## src/rtl/arc4_pkg.sv

```systemverilog
// Shared types and constants for the ARC4 scheduler and its S-memory mux.
package arc4_pkg;

    localparam int ADDR_W = 8;
    localparam int DATA_W = 8;

    // Each RUN state is immediately followed by the next phase's START state.
    // The FSM steps to the next state with +1, so this ordering is load-bearing.
    typedef enum logic [2:0] {
        S_IDLE       = 3'd0,
        S_INIT_START = 3'd1,
        S_INIT_RUN   = 3'd2,
        S_KSA_START  = 3'd3,
        S_KSA_RUN    = 3'd4,
        S_PRGA_START = 3'd5,
        S_PRGA_RUN   = 3'd6
    } sched_state_t;

    localparam logic [1:0] OWN_NONE = 2'd0;
    localparam logic [1:0] OWN_INIT = 2'd1;
    localparam logic [1:0] OWN_KSA  = 2'd2;
    localparam logic [1:0] OWN_PRGA = 2'd3;

endpackage

```

## src/rtl/arc4_mem_mux.sv

```systemverilog
// S-memory port mux: forwards the owning engine's request, all-zero when unowned.
// Purely combinational; the owner select is registered upstream.
module arc4_mem_mux
    import arc4_pkg::*;
(
    input  logic [1:0]        owner,
    input  logic [ADDR_W-1:0] init_addr,
    input  logic [DATA_W-1:0] init_wrdata,
    input  logic              init_wren,
    input  logic [ADDR_W-1:0] ksa_addr,
    input  logic [DATA_W-1:0] ksa_wrdata,
    input  logic              ksa_wren,
    input  logic [ADDR_W-1:0] prga_addr,
    input  logic [DATA_W-1:0] prga_wrdata,
    input  logic              prga_wren,
    output logic [ADDR_W-1:0] s_addr,
    output logic [DATA_W-1:0] s_wrdata,
    output logic              s_wren
);

    always_comb begin
        s_addr   = '0;
        s_wrdata = '0;
        s_wren   = 1'b0;
        case (owner)
            OWN_INIT: begin
                s_addr   = init_addr;
                s_wrdata = init_wrdata;
                s_wren   = init_wren;
            end
            OWN_KSA: begin
                s_addr   = ksa_addr;
                s_wrdata = ksa_wrdata;
                s_wren   = ksa_wren;
            end
            OWN_PRGA: begin
                s_addr   = prga_addr;
                s_wrdata = prga_wrdata;
                s_wren   = prga_wren;
            end
            default: ;
        endcase
    end

endmodule

```

## src/rtl/arc4_sched.sv

```systemverilog
// Sequences init -> ksa -> prga on one start and time-shares the S memory port.
// Optional watchdog abort when ARC4_SCHED_WDOG_EN is defined.
module arc4_sched
    import arc4_pkg::*;
#(
    parameter int unsigned WDOG_CYCLES = 4096
) (
    input  logic              clk,
    input  logic              rst_n,
    input  logic              en,
    output logic              rdy,
    output logic              done,
    output logic              err,
    output logic [1:0]        owner,
    output logic              init_en,
    output logic              ksa_en,
    output logic              prga_en,
    input  logic              init_rdy,
    input  logic              ksa_rdy,
    input  logic              prga_rdy,
    input  logic [ADDR_W-1:0] init_addr,
    input  logic [DATA_W-1:0] init_wrdata,
    input  logic              init_wren,
    input  logic [ADDR_W-1:0] ksa_addr,
    input  logic [DATA_W-1:0] ksa_wrdata,
    input  logic              ksa_wren,
    input  logic [ADDR_W-1:0] prga_addr,
    input  logic [DATA_W-1:0] prga_wrdata,
    input  logic              prga_wren,
    output logic [ADDR_W-1:0] s_addr,
    output logic [DATA_W-1:0] s_wrdata,
    output logic              s_wren
);

    sched_state_t state;
    logic         busy_seen;
    logic         cur_rdy;

    always_comb begin
        cur_rdy = 1'b0;
        case (state)
            S_INIT_START, S_INIT_RUN: cur_rdy = init_rdy;
            S_KSA_START,  S_KSA_RUN:  cur_rdy = ksa_rdy;
            S_PRGA_START, S_PRGA_RUN: cur_rdy = prga_rdy;
            default:                  cur_rdy = 1'b0;
        endcase
    end

    assign rdy     = (state == S_IDLE);
    assign init_en = (state == S_INIT_START) & init_rdy;
    assign ksa_en  = (state == S_KSA_START)  & ksa_rdy;
    assign prga_en = (state == S_PRGA_START) & prga_rdy;

`ifdef ARC4_SCHED_WDOG_EN
    localparam int WDOG_W = $clog2(WDOG_CYCLES + 1);
    localparam logic [WDOG_W-1:0] WDOG_LAST = WDOG_W'(WDOG_CYCLES - 1);
    logic [WDOG_W-1:0] wdog_cnt;
    logic              err_q;
    assign err = err_q;
`else
    // No watchdog: the controller waits on the engines forever.
    assign err = 1'b0 && (WDOG_CYCLES == 0);
`endif

    always_ff @(posedge clk) begin
        if (!rst_n) begin
            state     <= S_IDLE;
            owner     <= OWN_NONE;
            done      <= 1'b0;
            busy_seen <= 1'b0;
`ifdef ARC4_SCHED_WDOG_EN
            wdog_cnt  <= '0;
            err_q     <= 1'b0;
`endif
        end else begin
            done <= 1'b0;
            case (state)
                S_IDLE: begin
                    if (en) begin
                        state <= S_INIT_START;
                        owner <= OWN_INIT;
`ifdef ARC4_SCHED_WDOG_EN
                        err_q <= 1'b0;
`endif
                    end
                end
                S_INIT_START, S_KSA_START, S_PRGA_START: begin
                    if (cur_rdy) begin
                        state     <= sched_state_t'(state + 3'd1);
                        busy_seen <= 1'b0;
`ifdef ARC4_SCHED_WDOG_EN
                        wdog_cnt  <= '0;
`endif
                    end
                end
                S_INIT_RUN, S_KSA_RUN, S_PRGA_RUN: begin
                    // A phase completes only after its engine was seen busy and is ready again.
                    if (busy_seen && cur_rdy) begin
                        if (state == S_PRGA_RUN) begin
                            state <= S_IDLE;
                            owner <= OWN_NONE;
                            done  <= 1'b1;
                        end else begin
                            state <= sched_state_t'(state + 3'd1);
                            owner <= owner + 2'd1;
                        end
                    end else begin
                        if (!cur_rdy) begin
                            busy_seen <= 1'b1;
                        end
`ifdef ARC4_SCHED_WDOG_EN
                        wdog_cnt <= wdog_cnt + 1'b1;
                        if (wdog_cnt == WDOG_LAST) begin
                            state <= S_IDLE;
                            owner <= OWN_NONE;
                            err_q <= 1'b1;
                        end
`endif
                    end
                end
                default: begin
                    state <= S_IDLE;
                    owner <= OWN_NONE;
                end
            endcase
        end
    end

    arc4_mem_mux u_mux (
        .owner       (owner),
        .init_addr   (init_addr),
        .init_wrdata (init_wrdata),
        .init_wren   (init_wren),
        .ksa_addr    (ksa_addr),
        .ksa_wrdata  (ksa_wrdata),
        .ksa_wren    (ksa_wren),
        .prga_addr   (prga_addr),
        .prga_wrdata (prga_wrdata),
        .prga_wren   (prga_wren),
        .s_addr      (s_addr),
        .s_wrdata    (s_wrdata),
        .s_wren      (s_wren)
    );

endmodule

```

## config.mk

```make
export PLATFORM = sky130hd
export DESIGN_NAME = arc4_sched
export DESIGN_NICKNAME = d
export VERILOG_FILES = /design/src/rtl/arc4_pkg.sv /design/src/rtl/arc4_mem_mux.sv /design/src/rtl/arc4_sched.sv
export SDC_FILE = /design/constraint.sdc
export NUM_CORES = 1
export LEC_CHECK = 0
export ABC_CLOCK_PERIOD_IN_PS = 6000
export CAP_MARGIN = 20
export CORE_ASPECT_RATIO = 0.9
export CORE_MARGIN = 2
export CORE_UTILIZATION = 40
export CTS_CLUSTER_SIZE = 14
export DETAILED_ROUTE_END_ITERATION = 8
export DONT_BUFFER_PORTS = 1
export GPL_ROUTABILITY_DRIVEN = 0
export PLACE_DENSITY = 0.58
export REMOVE_ABC_BUFFERS = 1
export SYNTH_ARGS = -nofsm -noshare
export SYNTH_HDL_FRONTEND = slang
export SYNTH_HIERARCHICAL = 1
export SYNTH_SLANG_ARGS = --single-unit
```

## constraint.sdc

```tcl
create_clock -name clk -period 6 [get_ports clk]
set_clock_uncertainty 0.1 [all_clocks]
set_input_delay 1.2 -clock clk [delete_from_list [all_inputs] [get_ports clk]]
set_output_delay 1.2 -clock clk [all_outputs]
set_load 0.005 [all_outputs]
```

==> results of run 1 <==
-- metal layers --
layer	vias to the layer above	part of all wire, %
met5	-	0
met4	0	0
met3	0	8.3
met2	44	50
met1	405	41
li1	426	-
-- power breakdown --
part | total (mW) | switching (mW) | internal [mW]
clock | 0.0434 | 0.0180 | 0.0254
sequential | 0.102 | 0.0428 | 0.0596
combinational | 0.241 | 0.126 | 0.114
total | 0.387 | 0.187 | 0.200
-- cell usage after synthesis (2+ instances only) --
cell type,number
nand2_1,7
inv_1,8
and3_1,2
a211oi_1,3
mux2i_1,2
o21ai_0,2
nor2b_1,3
nor2_1,9
clkbuf_1,2
a21oi_1,9
buf_6,4
ha_1,5
mux2_2,8
a22o_1,17
dfxtp_1,7
mux2_4,10
-- sequential cells by signal, indices dropped and copies added (netlist names) --
name,count
state,3
owner,2
busy_seen,1
done,1
-- worst max-delay path: cells and delay by family (launching register included) --
family | cells | cell delay, ns
AND/OR/NAND/NOR | 1 | 0.53
AO/OA/AOI/OAI | 1 | 0.25
flip-flops | 1 | 0.98
-- cell type report --
| type | count | area (um2) |
|---|---|---|
| clock buffers | 4 | 26.28 |
| fillers | 248 | 1438 |
| inverters | 8 | 30.03 |
| multi-input cells | 94 | 777.0 |
| flip-flops and latches | 7 | 140.1 |
| well taps | 28 | 35.03 |
-- cell families after synthesis --
| kind of cell | after synthesis | share of synthesized area, % |
|---|---|---|
| AOI/OAI and AO/OA | 41 | 30.43 |
| and+or+nand+nor | 27 | 13.21 |
| muxes | 20 | 25.21 |
| buffers and inverters | 17 | 11.15 |
| DFF | 7 | 13.58 |
| adders and majority gates | 5 | 6.061 |
| other | 1 | 0.3633 |
-- per-stage QoR --
stage	cells	util (%)	power, mW	hold WS, ns
2_1_floorplan	109	-	0.2959	0.3653
3_3_place_gp	137	40.15	0.3368	0.3862
3_5_place_dp	137	40.15	0.3435	0.3955
4_1_cts	141	41.23	0.3887	0.4014
5_1_grt	141	41.23	0.4248	0.4314
6_report	141	41.23	0.3865	0.4007
-- final timing paths --
path | endpoint | slack, ns | from | cells past startpoint
setup / recovery | s_addr[3] | 2.69 | owner[1]$_SDFFE_PN0P_ | 2
hold / removal | done$_SDFF_PN0_ | 0.40 | busy_seen$_SDFFE_PN0P_ | 2
setup reg to reg | state[0]$_SDFFE_PN0P_ | 3.75 | state[2]$_SDFFE_PN0P_ | 7
hold reg to reg | done$_SDFF_PN0_ | 0.40 | busy_seen$_SDFFE_PN0P_ | 2
==> impl_metrics.env, run 1 <==
export IMPL_status="complete, no violations"
export IMPL_syn2layout_area_growth_pct=-2.303
export IMPL_hold_buffers=0
export IMPL_fmax_mhz=302.1
export IMPL_final_common_cell="a22o_1"
export IMPL_clockRootBuffer="clkbuf_4"
export IMPL_yosys_area_top_type="mux2_4"
export IMPL_worstPathArrival_ns=2.01
export IMPL_grt_pass1_wl_mm=3.201
export IMPL_holdCritPathClass="reg -> reg"
export IMPL_slowest_stage="dfxtp_1"
export IMPL_syn_area_mm2=0.001032
export IMPL_first_pass_iters=4
export IMPL_cts_buffers=3
export IMPL_drt_iter0_drc=26
export IMPL_syn_inst=118
export IMPL_busiest_layer="met2"
export IMPL_route_final_wire_length_mm=2.386
export IMPL_avgSynthCellArea_um2=8.748
export IMPL_grt_overflow_total=0
export IMPL_async_flop_share_pct=0
export IMPL_start_kind="flop"
export IMPL_hold_violations=0
export IMPL_final_area_mm2=0.001008
export IMPL_slowest_delay_ns=0.98
export IMPL_synth_seq_area_share_pct=13.58
export IMPL_grt_max_degree=24
export IMPL_ys_flop_type="dfxtp_1"
export IMPL_cts_resized=0
export IMPL_drv_slew=0
export IMPL_synth_area_leaders="mux2_4 15%, a22o_1 14%, dfxtp_1 14%, mux2_2 8.7%, ha_1 6.1%"
export IMPL_min_period_ns=3.311
export IMPL_clkTransAtPathRegs_ns=0.06
export IMPL_power_density_mw_per_mm2=383.3
export IMPL_path_class="reg -> out"
export IMPL_drive_gt1_share_pct=22.12
export IMPL_cts_tree="yes"
export IMPL_fin_ws_ns=2.689
export IMPL_fin_setup_tns_ns=0
export IMPL_antenna_left=0
export IMPL_die_h_um=52.19
export IMPL_place_ws_ns=2.933
export IMPL_period_share_pct=55.18
export IMPL_postCtsSetupRepairBufs=0
export IMPL_diodes=0
export IMPL_die_area_mm2=0.003003
export IMPL_cp_max_fo=21
export IMPL_cp_required_ns=4.70
export IMPL_fin_nets=176
export IMPL_synth_edff_count=0
export IMPL_use_met3_pct=4.198
export IMPL_cap_viol_max_count=0
export IMPL_setup_viol=0
export IMPL_synth_top_area_share_pct=14.55
export IMPL_routedWlPerCell_um=16.92
export IMPL_grt_usage_pct=13.83
export IMPL_grt_pass1_vias=726
export IMPL_ys_ff_latch=7
export IMPL_placed_cell_area_um2=982.2
export IMPL_slew_headroom_pct=33.10
export IMPL_h_tree_depth=1
export IMPL_ir_drop_mv=0.2473
export IMPL_drc=0
export IMPL_port_buffers=0
export IMPL_avgViaCountPerCell=6.206
export IMPL_ys_warn_count=6
export IMPL_start_util_pct=42.20
export IMPL_met1_usage_pct=18.09
export IMPL_endpoint_kind="output port"
export IMPL_clock_path_buffers=2
export IMPL_p_leak_nw=0.4227
export IMPL_die_x_um=57.55
export IMPL_antenna_found_initial=0
export IMPL_vias=875
export IMPL_most_common_layout_cells="17 x a22o_1, 10 x mux2_4, 9 x a21oi_1, 9 x nor2_1"
export IMPL_coreArea_mm2=0.002446
export IMPL_cts_sinks=7
export IMPL_crit_chain="nor2b_4 -> a22o_1"
export IMPL_synth_cell_types=36
export IMPL_clk_latency_ns=0.25
export IMPL_rsz0062_at_grt="false"
export IMPL_grtUsageMet2_pct=22.16
export IMPL_num_rows=17
export IMPL_io_pin_count=82
export IMPL_dp_hpwl_mm=1.887
export IMPL_worst_pin_slew_ns=1.002
No activity file was read; power rests on OpenSTA's default activity.
==> run 2, diff against run 1 <==
ABC_CLOCK_PERIOD_IN_PS = 2800   (was 6000)
PLACE_DENSITY = 0.6   (was 0.58)
clock period = 2.8 ns   (was 6 ns; I/O delays follow)
==> impl_metrics.env, run 2 (synthesized netlist as in run 1, its figures left out) <==
export IMPL_largestRegisters="state: 3 flops, owner: 2 flops"
export IMPL_cts_resized=0
export IMPL_dp_hpwl_mm=1.952
export IMPL_worstPathArrival_ns=1.86
export IMPL_cp_top_family="flip-flops"
export IMPL_p_leak_nw=0.4333
export IMPL_port_buffers=0
export IMPL_vias=887
export IMPL_cts_tree="yes"
export IMPL_io_pin_count=82
export IMPL_cp_required_ns=2.14
export IMPL_hold_buffers=0
export IMPL_min_period_ns=2.523
export IMPL_start_kind="flop"
export IMPL_postCtsSetupRepairBufs=0
export IMPL_syn2layout_area_growth_pct=-0.8486
export IMPL_fin_nets=178
export IMPL_antenna_left=0
export IMPL_cp_num_buf_inv=0
export IMPL_slowest_delay_ns=0.84
export IMPL_grt_max_degree=19
export IMPL_path_class="reg -> out"
export IMPL_drive_gt1_share_pct=23.48
export IMPL_utilization_pct=41.84
export IMPL_first_pass_iters=4
export IMPL_grt_pass1_wl_mm=3.753
export IMPL_fmax_mhz=396.3
export IMPL_grt_pass1_vias=825
export IMPL_most_common_layout_cells="17 x a22o_1, 10 x mux2_4, 9 x a21oi_1, 9 x nor2_1"
export IMPL_diodes=0
export IMPL_h_tree_depth=1
export IMPL_die_area_mm2=0.003003
export IMPL_grt_overflow_total=0
export IMPL_largest_reg_flops=3
export IMPL_cts_buffers=3
export IMPL_coreArea_mm2=0.002446
export IMPL_clk_latency_ns=0.26
export IMPL_drt_iter0_drc=27
export IMPL_cap_viol_max_count=0
export IMPL_start_util_pct=42.20
export IMPL_cp_max_fo=18
export IMPL_regMostFlops="state"
export IMPL_worst_pin_slew_ns=0.8057
export IMPL_status="complete, no violations"
export IMPL_power_density_mw_per_mm2=811.9
export IMPL_clkTransAtPathRegs_ns=0.06
export IMPL_num_rows=17
export IMPL_avgViaCountPerCell=6.203
export IMPL_clockRootBuffer="clkbuf_4"
export IMPL_ir_drop_mv=0.4866
export IMPL_route_final_wire_length_mm=2.355
export IMPL_holdCritPathClass="in -> reg"
export IMPL_hold_violations=0
export IMPL_period_share_pct=90.12
export IMPL_r2r_setup_slack_ns=0.57
export IMPL_cts_sinks=7
export IMPL_crit_chain="nor2b_4 -> a22o_1"
export IMPL_slew_headroom_pct=46.21
export IMPL_die_x_um=57.55
export IMPL_routedWlPerCell_um=16.47
export IMPL_clock_path_buffers=2
export IMPL_rsz0062_at_grt="false"
export IMPL_fin_setup_tns_ns=0
export IMPL_slowest_stage="dfxtp_1"
export IMPL_drc=0
export IMPL_drv_slew=0
export IMPL_die_h_um=52.19
export IMPL_final_common_cell="a22o_1"
export IMPL_setup_viol=0
export IMPL_grt_usage_pct=15.72
export IMPL_endpoint_kind="output port"
export IMPL_antenna_found_initial=0
## run 2: layer usage
metal  vias to the layer above  routed length, um  global-route usage (%)
li1                        431                  -                       -
met1                       409                958                   19.43
met2                        44               1147                   26.52
met3                         3                236                   5.185
met4                         0                 12                   3.488
met5                         -                  0                       0
## run 2: cell type report
type	count	area [um2]
Inverter	8	30.03
Multi-Input combinational cell	94	777.0
Clock buffer	4	26.28
Timing Repair Buffer	2	15.01
Fill cell	253	1423
Tap cell	28	35.03
Sequential cell	7	140.1
## run 2: path summary, 6_finish.rpt
| path | from | to | depth (start not counted) |
|---|---|---|---|
| min reg2reg | state[1]$_SDFFE_PN0P_ | state[1]$_SDFFE_PN0P_ | 2 |
| max reg2reg | state[2]$_SDFFE_PN0P_ | state[0]$_SDFFE_PN0P_ | 7 |
| min | rst_n | state[0]$_SDFFE_PN0P_ | 1 |
| max | owner[1]$_SDFFE_PN0P_ | s_addr[7] | 2 |
## run 2: power by group
group	switching (mW)	internal (mW)
clock	0.0393	0.0545
combinational	0.290	0.252
sequential	0.0667	0.128
## run 2: per-stage QoR
| step | cells | power, mW | hold slack (ns) | instance area [um2] | worst slack [ns] |
|---|---|---|---|---|---|
| after CTS | 143 | 0.8423 | 0.3240 | 1023 | 0.2593 |
| after floorplan | 109 | 0.6340 | 0.3653 | 947.2 | 0.6610 |
| final | 143 | 0.8310 | 0.3298 | 1023 | 0.2765 |
| after global placement | 139 | 0.7248 | 0.3883 | 997.2 | 0.5662 |
| after detailed placement | 139 | 0.7426 | 0.3944 | 997.2 | 0.5294 |
| after global routing | 143 | 0.9257 | 0.3344 | 1023 | 0.1452 |
==> run 3, diff against run 2 <==
ABC_AREA = 1   (was unset)
CORE_MARGIN = unset   (was 2)
==> impl_metrics.env, run 3 <==
export IMPL_hold_violations=0
export IMPL_route_final_wire_length_mm=2.624
export IMPL_most_common_layout_cells="44 x nand3_1, 30 x nand3_2, 21 x nand2_1"
export IMPL_power_density_mw_per_mm2=708.6
export IMPL_drc=0
export IMPL_grt_pass1_vias=808
export IMPL_async_flop_share_pct=0
export IMPL_avgViaCountPerCell=5.348
export IMPL_ys_warn_count=6
export IMPL_p_comb_share_pct=70.2
export IMPL_grt_usage_pct=13.26
export IMPL_grt_overflow_total=0
export IMPL_path_class="reg -> out"
export IMPL_ys_ff_latch=7
export IMPL_synth_cell_types=21
export IMPL_largest_reg_flops=3
export IMPL_io_pin_count=82
export IMPL_synth_edff_count=0
export IMPL_clkTransAtPathRegs_ns=0.05
export IMPL_fin_ws_ns=0.7720
export IMPL_die_area_mm2=0.003252
export IMPL_antenna_left=0
export IMPL_place_ws_ns=1.064
export IMPL_clock_path_buffers=2
export IMPL_port_buffers=0
export IMPL_p_switching_uw=464.6
export IMPL_die_x_um=60
export IMPL_fin_setup_tns_ns=0
export IMPL_p_int_uw=368.8
export IMPL_syn_inst=172
export IMPL_postCtsSetupRepairBufs=0
export IMPL_setup_viol=0
export IMPL_drt_iter0_drc=27
export IMPL_nFillCells=303
export IMPL_yosysMostFrequentCell="nand3_1"
export IMPL_cts_resized=0
export IMPL_clockRootBuffer="clkbuf_4"
export IMPL_ir_drop_mv=0.3155
export IMPL_placed_cell_area_mm2=0.001149
export IMPL_num_rows=18
export IMPL_regMostFlops="state"
export IMPL_syn2layout_area_growth_pct=-2.892
export IMPL_p_leak_nw=0.5645
export IMPL_drive_gt1_share_pct=30.54
export IMPL_period_share_pct=72.43
export IMPL_vias=1107
export IMPL_dp_hpwl_mm=2.092
export IMPL_cap_viol_max_count=0
export IMPL_p_seq_share_pct=18.9
export IMPL_coreArea_mm2=0.002815
export IMPL_holdCritPathClass="in -> reg"
export IMPL_cts_tree="yes"
export IMPL_fmax_mhz=493.1
export IMPL_pwr_share_clk_pct=10.9
export IMPL_clk_latency_ns=0.25
export IMPL_final_area_mm2=0.001176
export IMPL_avgSynthCellArea_um2=7.042
export IMPL_yosys_area_top_type="nand3_2"
export IMPL_ys_flop_type="dfxtp_1"
export IMPL_endpoint_kind="output port"
export IMPL_syn_area_mm2=0.001211
export IMPL_routedWlPerCell_um=12.68
export IMPL_rsz0062_at_grt="false"
export IMPL_cts_buffers=3
export IMPL_cp_max_fo=38
export IMPL_min_period_ns=2.028
export IMPL_synth_seq_area_share_pct=11.57
export IMPL_cts_sinks=7
export IMPL_hold_buffers=0
export IMPL_die_h_um=54.20
export IMPL_status="complete, no violations"
export IMPL_power_uw=833.4
export IMPL_diodes=0
export IMPL_synth_common_cells="44 x nand3_1, 30 x nand3_2, 21 x nand2_1, 15 x inv_1, 12 x nor2_1"
export IMPL_cp_required_ns=2.14
export IMPL_start_kind="flop"
export IMPL_grt_pass1_wl_mm=3.305
export IMPL_swShare_pct=55.75
export IMPL_final_common_cell="nand3_1"
export IMPL_synth_top_area_share_pct=24.79
export IMPL_fin_nets=230
export IMPL_h_tree_depth=1
export IMPL_first_pass_iters=4
export IMPL_synth_area_leaders="nand3_2 25%, nand3_1 18%, dfxtp_1 12%, buf_6 7.4%, nand2_1 6.5%"
export IMPL_drv_slew=0
export IMPL_start_util_pct=43.02
export IMPL_grt_max_degree=39
export IMPL_antenna_found_initial=0
export IMPL_worstPathArrival_ns=1.37
export IMPL_largestRegisters="state: 3 flops, owner: 2 flops"
run 3: final timing paths:
kind	startpoint	to	cells past startpoint	slack, ns
setup / recovery	owner[0]$_SDFFE_PN0P_	s_wren	4	0.77
hold / removal	rst_n	state[2]$_SDFFE_PN0P_	2	0.32
setup reg to reg	state[2]$_SDFFE_PN0P_	state[1]$_SDFFE_PN0P_	12	1.15
hold reg to reg	owner[1]$_SDFFE_PN0P_	owner[1]$_SDFFE_PN0P_	2	0.37
run 3: area by class of cell:
| class | count | area (um2) | share of cell area [%] |
|---|---|---|---|
| multi-input combinational | 135 | 859.6 | 73.08 |
| sequential | 7 | 140.1 | 11.91 |
| inverter | 19 | 83.83 | 7.128 |
| tap | 40 | 50.05 | 4.255 |
| clock buffer | 3 | 22.52 | 1.915 |
| timing repair buffer | 2 | 15.01 | 1.277 |
| clock inverter | 1 | 5.005 | 0.4255 |
run 3: layer usage:
layer | vias up | share of wire (%) | global-route usage [%]
li1 | 566 | - | -
met1 | 502 | 42 | 14.73
met2 | 39 | 52 | 25.74
met3 | 0 | 6.2 | 4.567
met4 | 0 | 0 | 0
met5 | - | 0 | 0
run 3: metrics by stage:
stage | hold slack (ns) | cells | utilization [%]
after floorplan | 0.3829 | 161 | -
after global placement | 0.3548 | 203 | 40.80
after detailed placement | 0.3747 | 203 | 40.80
after CTS | 0.3231 | 207 | 41.78
after global routing | 0.3261 | 207 | 41.78
final | 0.3248 | 207 | 41.78
run 3: cells by family after synthesis:
group	Yosys count	synth area share [%]
AOI/OAI and AO/OA	11	5.062
adders and majority gates	5	5.165
buffers and inverters	30	17.46
DFF	7	11.57
other	1	0.3096
and+or+nand+nor	118	60.43
run 3: worst max-delay path, stage by stage (launching register included):
cell	delay [ns]
dfxtp_1	0.34
buf_4	0.41
inv_8	0.13
nand3_1	0.11
nand3_1	0.11
run 3: power by group through the flow:
stage                     clock, mW  combinational (mW)  sequential (mW)
after floorplan                   0               0.430            0.209
after global placement            0               0.568            0.159
after detailed placement          0               0.583            0.160
after CTS                    0.0941               0.588            0.158
after global routing         0.0983               0.657            0.162
final                        0.0905               0.585            0.157
